<file path="config.mk">
export PLATFORM = sky130hd
export DESIGN_NAME = fetch_sequencer
export DESIGN_NICKNAME = d
export VERILOG_FILES = /design/src/rtl/fetch_sequencer.sv
export SDC_FILE = /design/constraint.sdc
export NUM_CORES = 1
export LEC_CHECK = 0
export ABC_CLOCK_PERIOD_IN_PS = 3500
export BUFFER_PORTS_ARGS = -buffer_cell sky130_fd_sc_hd__buf_2
export CAP_MARGIN = 15
export CORE_ASPECT_RATIO = 0.5
export CORE_UTILIZATION = 23
export DETAILED_ROUTE_END_ITERATION = 16
export HOLD_SLACK_MARGIN = 0.12
export SLEW_MARGIN = 20
export SYNTH_ARGS = -nofsm -noshare
export SYNTH_HDL_FRONTEND = slang
export SYNTH_SLANG_ARGS = --single-unit
export TNS_END_PERCENT = 30
</file>
<file path="constraint.sdc">
create_clock -name clk -period 3.5 [get_ports clk]
set_clock_uncertainty 0.1 [all_clocks]
set_input_delay 0.35 -clock clk [delete_from_list [all_inputs] [get_ports clk]]
set_output_delay 0.35 -clock clk [all_outputs]
set_load 0.02 [all_outputs]
</file>
<file path="src/rtl/fetch_sequencer.sv">
// Instruction fetch sequencer: one outstanding imem read, single presented instruction,
// branch/sequential next-PC, and flush redirect with drain of an in-flight request.
module fetch_sequencer #(
  parameter int unsigned              DATA_WIDTH = 32,
  parameter logic [DATA_WIDTH-1:0]    RESET_PC   = 32'h0000_0000
) (
  input  logic                  clk,
  input  logic                  rst_n,
  output logic                  imem_req,
  output logic [DATA_WIDTH-1:0] imem_addr,
  input  logic                  imem_ack,
  input  logic [DATA_WIDTH-1:0] imem_rdata,
  output logic [DATA_WIDTH-1:0] instr,
  output logic                  instr_valid,
  input  logic                  instr_ready,
  output logic [DATA_WIDTH-1:0] PC,
  input  logic                  PCsrc,
  input  logic [DATA_WIDTH-1:0] ImmOp,
  input  logic                  flush,
  input  logic [DATA_WIDTH-1:0] flush_pc
);

  // state   | meaning
  // S_FETCH | read outstanding at fetch_pc (or about to issue right after reset)
  // S_VALID | instr/PC presented to decode, waiting for instr_ready
  // S_DRAIN | flushed while a read was in flight; waiting for its ack to discard it
  typedef enum logic [1:0] {
    S_FETCH = 2'd0,
    S_VALID = 2'd1,
    S_DRAIN = 2'd2
  } state_t;

  localparam logic [DATA_WIDTH-1:0] ALIGN_MASK = {{(DATA_WIDTH-2){1'b1}}, 2'b00};
  localparam logic [DATA_WIDTH-1:0] WORD_STEP  = {{(DATA_WIDTH-3){1'b0}}, 3'd4};

  state_t                r_state;
  logic [DATA_WIDTH-1:0] r_fetch_pc;
  logic [DATA_WIDTH-1:0] r_req_addr;
  logic                  r_req;
  logic                  r_valid;
  logic [DATA_WIDTH-1:0] r_instr;
  logic [DATA_WIDTH-1:0] r_pc;

  logic [DATA_WIDTH-1:0] w_flush_tgt;
  logic [DATA_WIDTH-1:0] w_next_pc;

  assign w_flush_tgt = flush_pc & ALIGN_MASK;
  assign w_next_pc   = (PCsrc ? (r_pc + ImmOp) : (r_pc + WORD_STEP)) & ALIGN_MASK;

  always_ff @(posedge clk or negedge rst_n) begin
    if (!rst_n) begin
      r_state    <= S_FETCH;
      r_fetch_pc <= RESET_PC & ALIGN_MASK;
      r_req_addr <= RESET_PC & ALIGN_MASK;
      r_req      <= 1'b0;
      r_valid    <= 1'b0;
      r_instr    <= '0;
      r_pc       <= '0;
    end else begin
      case (r_state)
        S_FETCH: begin
          if (!r_req) begin
            // First cycle out of reset: nothing is in flight, so any ack is stale.
            r_req <= 1'b1;
            if (flush) begin
              r_fetch_pc <= w_flush_tgt;
              r_req_addr <= w_flush_tgt;
            end else begin
              r_req_addr <= r_fetch_pc;
            end
          end else if (flush) begin
            r_fetch_pc <= w_flush_tgt;
            if (imem_ack) begin
              r_req_addr <= w_flush_tgt;
            end else begin
              r_state <= S_DRAIN;
            end
          end else if (imem_ack) begin
            r_instr <= imem_rdata;
            r_pc    <= r_fetch_pc;
            r_valid <= 1'b1;
            r_req   <= 1'b0;
            r_state <= S_VALID;
          end
        end

        S_VALID: begin
          if (flush) begin
            r_valid    <= 1'b0;
            r_fetch_pc <= w_flush_tgt;
            r_req_addr <= w_flush_tgt;
            r_req      <= 1'b1;
            r_state    <= S_FETCH;
          end else if (instr_ready) begin
            r_valid    <= 1'b0;
            r_fetch_pc <= w_next_pc;
            r_req_addr <= w_next_pc;
            r_req      <= 1'b1;
            r_state    <= S_FETCH;
          end
        end

        S_DRAIN: begin
          if (flush) begin
            r_fetch_pc <= w_flush_tgt;
          end
          if (imem_ack) begin
            r_req_addr <= flush ? w_flush_tgt : r_fetch_pc;
            r_state    <= S_FETCH;
          end
        end

        default: begin
          r_state <= S_FETCH;
          r_req   <= 1'b0;
          r_valid <= 1'b0;
        end
      endcase
    end
  end

  assign imem_req    = r_req;
  assign imem_addr   = r_req_addr;
  assign instr       = r_instr;
  assign instr_valid = r_valid;
  assign PC          = r_pc;

endmodule

</file>
* Yosys cells after proc, flatten, opt, wreduce, memory -nomap -nowiden
Cells that the tools add are included.
Storage, ports and cells: register bits after elaboration 132, input bits 102, output and inout port bits 98
Operators by class: $add $sub $neg 2, equal/unequal tests 11, multiplexer cells 30, bitwise logic cells 2, reductions and logical operators 10
Operators with widths (count):
- $mux W32 | 8
- $pmux W32 S3 | 1
- $pmux W32 S2 | 1
- $add A32 B3 Y32 const B | 1
- $add A32 B32 Y32 | 1
- $ne A3 B3 Y1 const B | 5
- $reduce_and A5 Y1 | 3
- $mux W2 | 7
- $mux W1 | 10
- $ne A2 B2 Y1 const B | 4
- $pmux W1 S3 | 2
- $pmux W2 S3 | 1
- $reduce_and A2 Y1 | 2
- $reduce_and A4 Y1 | 1
- $reduce_bool A3 Y1 | 1
- $eq A2 B1 Y1 const B | 1
- $eq A2 B2 Y1 const B | 1
- $logic_not A2 Y1 | 1
- $not A1 Y1 | 2
- $reduce_bool A2 Y1 | 1
- $reduce_or A2 Y1 | 1

* Longest topological paths before layout
word-level depth 5, mapped depth 11, depth with buffers taken out 9

* Worst setup path after synthesis
OpenSTA, ideal clock, no wires.
path kind register to register, from register r_pc[16], in the netlist PC[16], to register r_fetch_pc[31], data arrival time 2721 ps, path slack 606 ps, stages on the path, launching flop included 11, buffers on the path 1, path through dfrtp_1 -> ha_1 -> buf_6 -> a21o_1 -> a21o_1 -> a221o_1 -> a311oi_4 -> a21oi_2 -> or3_1 -> a31o_1 -> a21oi_2
On the way: word-level cells in the longest chain between the ends 5
RTL lines:
- start: declaration | line 42 | logic [DATA_WIDTH-1:0] r_pc;
- start signal: assignment | line 80 | r_pc <= r_fetch_pc;
- $add A32 B3 Y32 or $add A32 B32 Y32 (tied branches) | line 48 | assign w_next_pc = (PCsrc ? (r_pc + ImmOp) : (r_pc + WORD_STEP)) & ALIGN_MASK;
- $mux W32 * | line 48
- $mux W32 * | line 94 | end else if (instr_ready) begin
- $mux W32 * | line 88 | if (flush) begin
- $pmux W32 S2 * | line 60 | case (r_state)
- end signal: assignment | line 53 | r_fetch_pc <= RESET_PC & ALIGN_MASK;
- end signal: assignment | line 90 | r_fetch_pc <= w_flush_tgt;
- end signal: assignment | line 96 | r_fetch_pc <= w_next_pc;
- end: declaration | line 37 | logic [DATA_WIDTH-1:0] r_fetch_pc;
Mark *: on every way between the ends. The rest lies on a longest branch, timed or not. The select of a mux whose other input is x is not followed. A chain may end at the register's enable or synchronous reset.

* Worst setup path in the final report
from register r_pc[3], in the netlist PC[3], to register r_req_addr[27], in the netlist imem_addr[27]
On the way: word-level cells in the longest chain between the ends 5
RTL lines:
- $add A32 B3 Y32 or $add A32 B32 Y32 (tied branches) | line 48
- $mux W32 * | line 48
- $mux W32 * | line 94
- $mux W32 * | line 88
- $pmux W32 S3 * | line 60
- end signal: assignment | line 54 | r_req_addr <= RESET_PC & ALIGN_MASK;
- end signal: assignment | line 91 | r_req_addr <= w_flush_tgt;
- end signal: assignment | line 97 | r_req_addr <= w_next_pc;
- end: declaration | line 38 | logic [DATA_WIDTH-1:0] r_req_addr;
Marked as above.

==> key figures <==
Power
  – Int Power: 5.97 mW
  – P_sw: 5.72 mW
  – Leak Pwr: 5.14 nW
  – Combinational Power Share: 60.6%
  – Worst IR Drop VDD: 0.417 mV
  – Total Power: 11.7 mW
  – Sw frac: 48.9%
  – Clock power frac: 13.8%
  – Pwr dens: 999 nW/um2
  – Seq pwr share: 25.6%

Finish
  – Share of cells above drive strength 1: 29.6%
  – P&R area growth vs syn: 32.3%
  – Final Non-Filler Cells: 1773
  – Final Net Count: 1379

Place
  – Hpwl dp: 25200 um
  – RD Place Congestion: 0.930
  – Worst slack at placement: 331 ps
  – Inst Count DP: 1698
  – Port bufs: 197

Route
  – Via-to-Cell Ratio: 5.13
  – Antenna Nets Post-Route: 0
  – Residual DRC count: 0
  – Avg WL per Cell: 19.3 um
  – Iteration count of the initial detailed-routing pass: 5
  – Iteration-0 DRC Markers: 715
  – Routed WL: 34200 um
  – DR vias: 9095

Synthesis
  – Post-synthesis cell type count: 70
  – Synthesized net count: 1118
  – Sequential element share of the synthesized area: 37.4%
  – Leading area contributor after synthesis: dfrtp_1
  – Post-synth top area share: 37.4%
  – Post-synth ARST share: 100%
  – Ys flop type: dfrtp_1
  – Register bit total from synthesis: 132
  – Top cells by area, synth: dfrtp_1, mux2_2, o21ai_0
  – Post-synth EDFFs: 0
  – Synth warn: 0
  – Mapped Cells: 982
  – Post-Syn Area: 8840 um2
  – Syn Area/Cell: 9.00 um2

Worst setup path
  – Crit-path max cell delay: 400 ps
  – Crit path launch type: register
  – CP required: 3710 ps
  – Worst Path Max Fanout: 4
  – Worst path cell trace: ha_1, or2_2, o22a_1, a32o_1, o21ai_0, a21oi_1, or3_1, a311oi_1, nor3_1
  – Worst Setup Path Type: register to register
  – Kind of cell adding the most delay to the critical path: compound AO/OA/AOI/OAI gates
  – Master of the slowest instance on the critical path: o21ai_0
  – Buf/Inv on CP: 0
  – CP arrival: 3380 ps
  – Nature of the critical path endpoint: register

Global route
  – Total track usage: 17.3%
  – Total global routing overflow: 0
  – Initial antenna violation count: 1
  – Largest net degree at the start of global routing: 70
  – First-pass GRT wire length: 52100 um
  – Vias in the first global route: 8941

Floorplanning
  – Starting Density: 23.5%
  – Core area: 37600 um2
  – I/O pins: 200
  – DIE HEIGHT: 141 um
  – Row count: 50
  – Die area: 39300 um2
  – Die Width: 279 um

Clock network
  – TritonCTS clock tree: built
  – Postcts setup bufs: 0
  – Sink Count: 132
  – Clock root buffer: clkbuf_16
  – Deepest clock path buffer count: 2
  – Post-CTS sizing: 0
  – TritonCTS Buffers: 17
  – Worst skew pair latency: 440 ps
  – Worst-path clk slew: 60 ps
  – Max H-tree Level: 4

Run status
  – Outcome: completed

STA
  – RSZ-0062 raised after global routing: no
  – Min Tclk post-route: 3160 ps
  – Final setup vio count: 0
  – Fin. max-slew vios: 0
  – Tcrit/Tclk final: 90.3%
  – Setup TNS: 0 ps
  – Fmax: 0.316 GHz
  – Worst relative slew slack: 31.9%
  – Endpoints failing hold: 0
  – Setup slack after layout: 340 ps
  – Slew @ Worst Pin: 1010 ps
  – Worst hold slack: 131 ps

Hold path
  – Worst min-delay path class: input pin to register

Job
  – Max_cap viols: 0
==> Yosys cell counts, types with 3 or more instances <==
master	count
clkbuf_1	55
a211oi_1	21
nor3_1	16
mux2_2	67
nand2b_1	6
nand4_1	12
nor2_1	63
a211o_1	3
a31oi_1	19
a21oi_1	76
and4_1	6
a31o_2	4
o221ai_1	15
mux2i_1	5
xnor2_1	22
dfrtp_1	132
nand2_1	78
nor4_1	3
a22oi_1	13
a221o_1	5
xor2_1	24
o21ai_0	92
a21o_1	19
o211ai_1	7
o21ai_1	5
o31ai_1	8
o22a_1	3
nand3_1	24
and2_1	8
or3_1	6
or2_2	3
o21a_1	11
ha_1	34
inv_1	19
o22ai_1	31
buf_1	4
and3_1	13
a221oi_1	7
==> metrics by stage <==
step,area [um2],util [%]
final,11700,31.1
after global routing,11700,31.1
after CTS,11700,31.1
after detailed placement,10700,28.5
after global placement,10700,28.5
after floorplan,8840,-
==> layout by cell type (no fill, tap or decap), types with 24 or more instances in the layout <==
cell / instances
dfrtp_1: 132
buf_4: 58
buf_2: 196
dlygate4sd3_1: 46
o22ai_1: 31
nor2_1: 63
nand3_1: 24
ha_1: 34
o21ai_0: 92
mux2_2: 67
nand2_1: 77
xor2_1: 24
a21oi_1: 76
==> timing repair <==
action	in CTS	in global routing
endpoints found under the setup margin	0	0
hold endpoints to repair	111	0
hold buffers	46	0
==> worst register-to-register path: stages, from the launching register on <==
cell and delay [ps]:
dfrtp_1 390, ha_1 250, or2_2 320, o22a_1 280, a32o_1 330, o21ai_0 400, a21oi_1 150, or3_1 360
a311oi_1 380, nor3_1 90
==> worst paths after layout <==
kind / slack [ps] / to / cells past startpoint / startpoint
setup reg to reg: 340 / imem_addr[27] / 9 / PC[3]
hold reg to reg: 380 / imem_addr[7] / 2 / imem_addr[7]
setup / recovery: 340 / imem_addr[27] / 9 / PC[3]
hold / removal: 130 / r_fetch_pc[6] / 3 / flush_pc[6]
max in group asynchronous: 2050 / instr[27] / 3 / rst_n
min in group asynchronous: 410 / r_fetch_pc[22] / 2 / rst_n
==> area by class of cell <==
type,count,area [um2]
Multi-Input combinational cell,770,5260
Inverter,20,75.1
Antenna cell,1,2.50
Clock inverter,9,61.3
Tap cell,520,651
Fill cell,3970,25900
Clock buffer,19,443
Timing Repair Buffer,302,1910
Sequential cell,132,3300
==> cells by family after synthesis <==
group	Yosys count	share of synthesized area, %
AOI/OAI and AO/OA	372	27.5
DFF	132	37.4
adders and majority gates	34	4.81
xor gates and xnor gates	46	4.56
buffers and inverters	80	3.48
and+or+nand+nor	246	13.2
muxes	72	9.10
==> power groups by stage <==
stage | clock network (mW) | logic (mW) | registers [mW]
finish | 1.62 | 7.08 | 2.99
global route | 1.71 | 7.66 | 3.06
CTS | 1.65 | 7.02 | 2.98
detailed placement | 0 | 6.94 | 2.99
global placement | 0 | 6.88 | 2.98
floorplan | 0 | 3.82 | 3.51
==> routing by layer <==
layer  routed length, um  track usage [%]  vias to the layer above  share of wire (%)
met5                   0                0                        -                  0
met4                1400             8.44                        0                4.1
met3                1410             2.67                       72                4.1
met2               18200             32.0                      266                 53
met1               13100             19.6                     4517                 38
li1                    -                -                     4240                  -
==> registers in the layout, indices dropped and copies added, names as in the netlist <==
| register | flops |
|---|---|
| instr | 32 |
| PC | 32 |
| imem_addr | 32 |
| r_state | 2 |
| r_fetch_pc | 32 |
| imem_req | 1 |
| instr_valid | 1 |
Note: power is estimated with default switching activity, not from simulation.
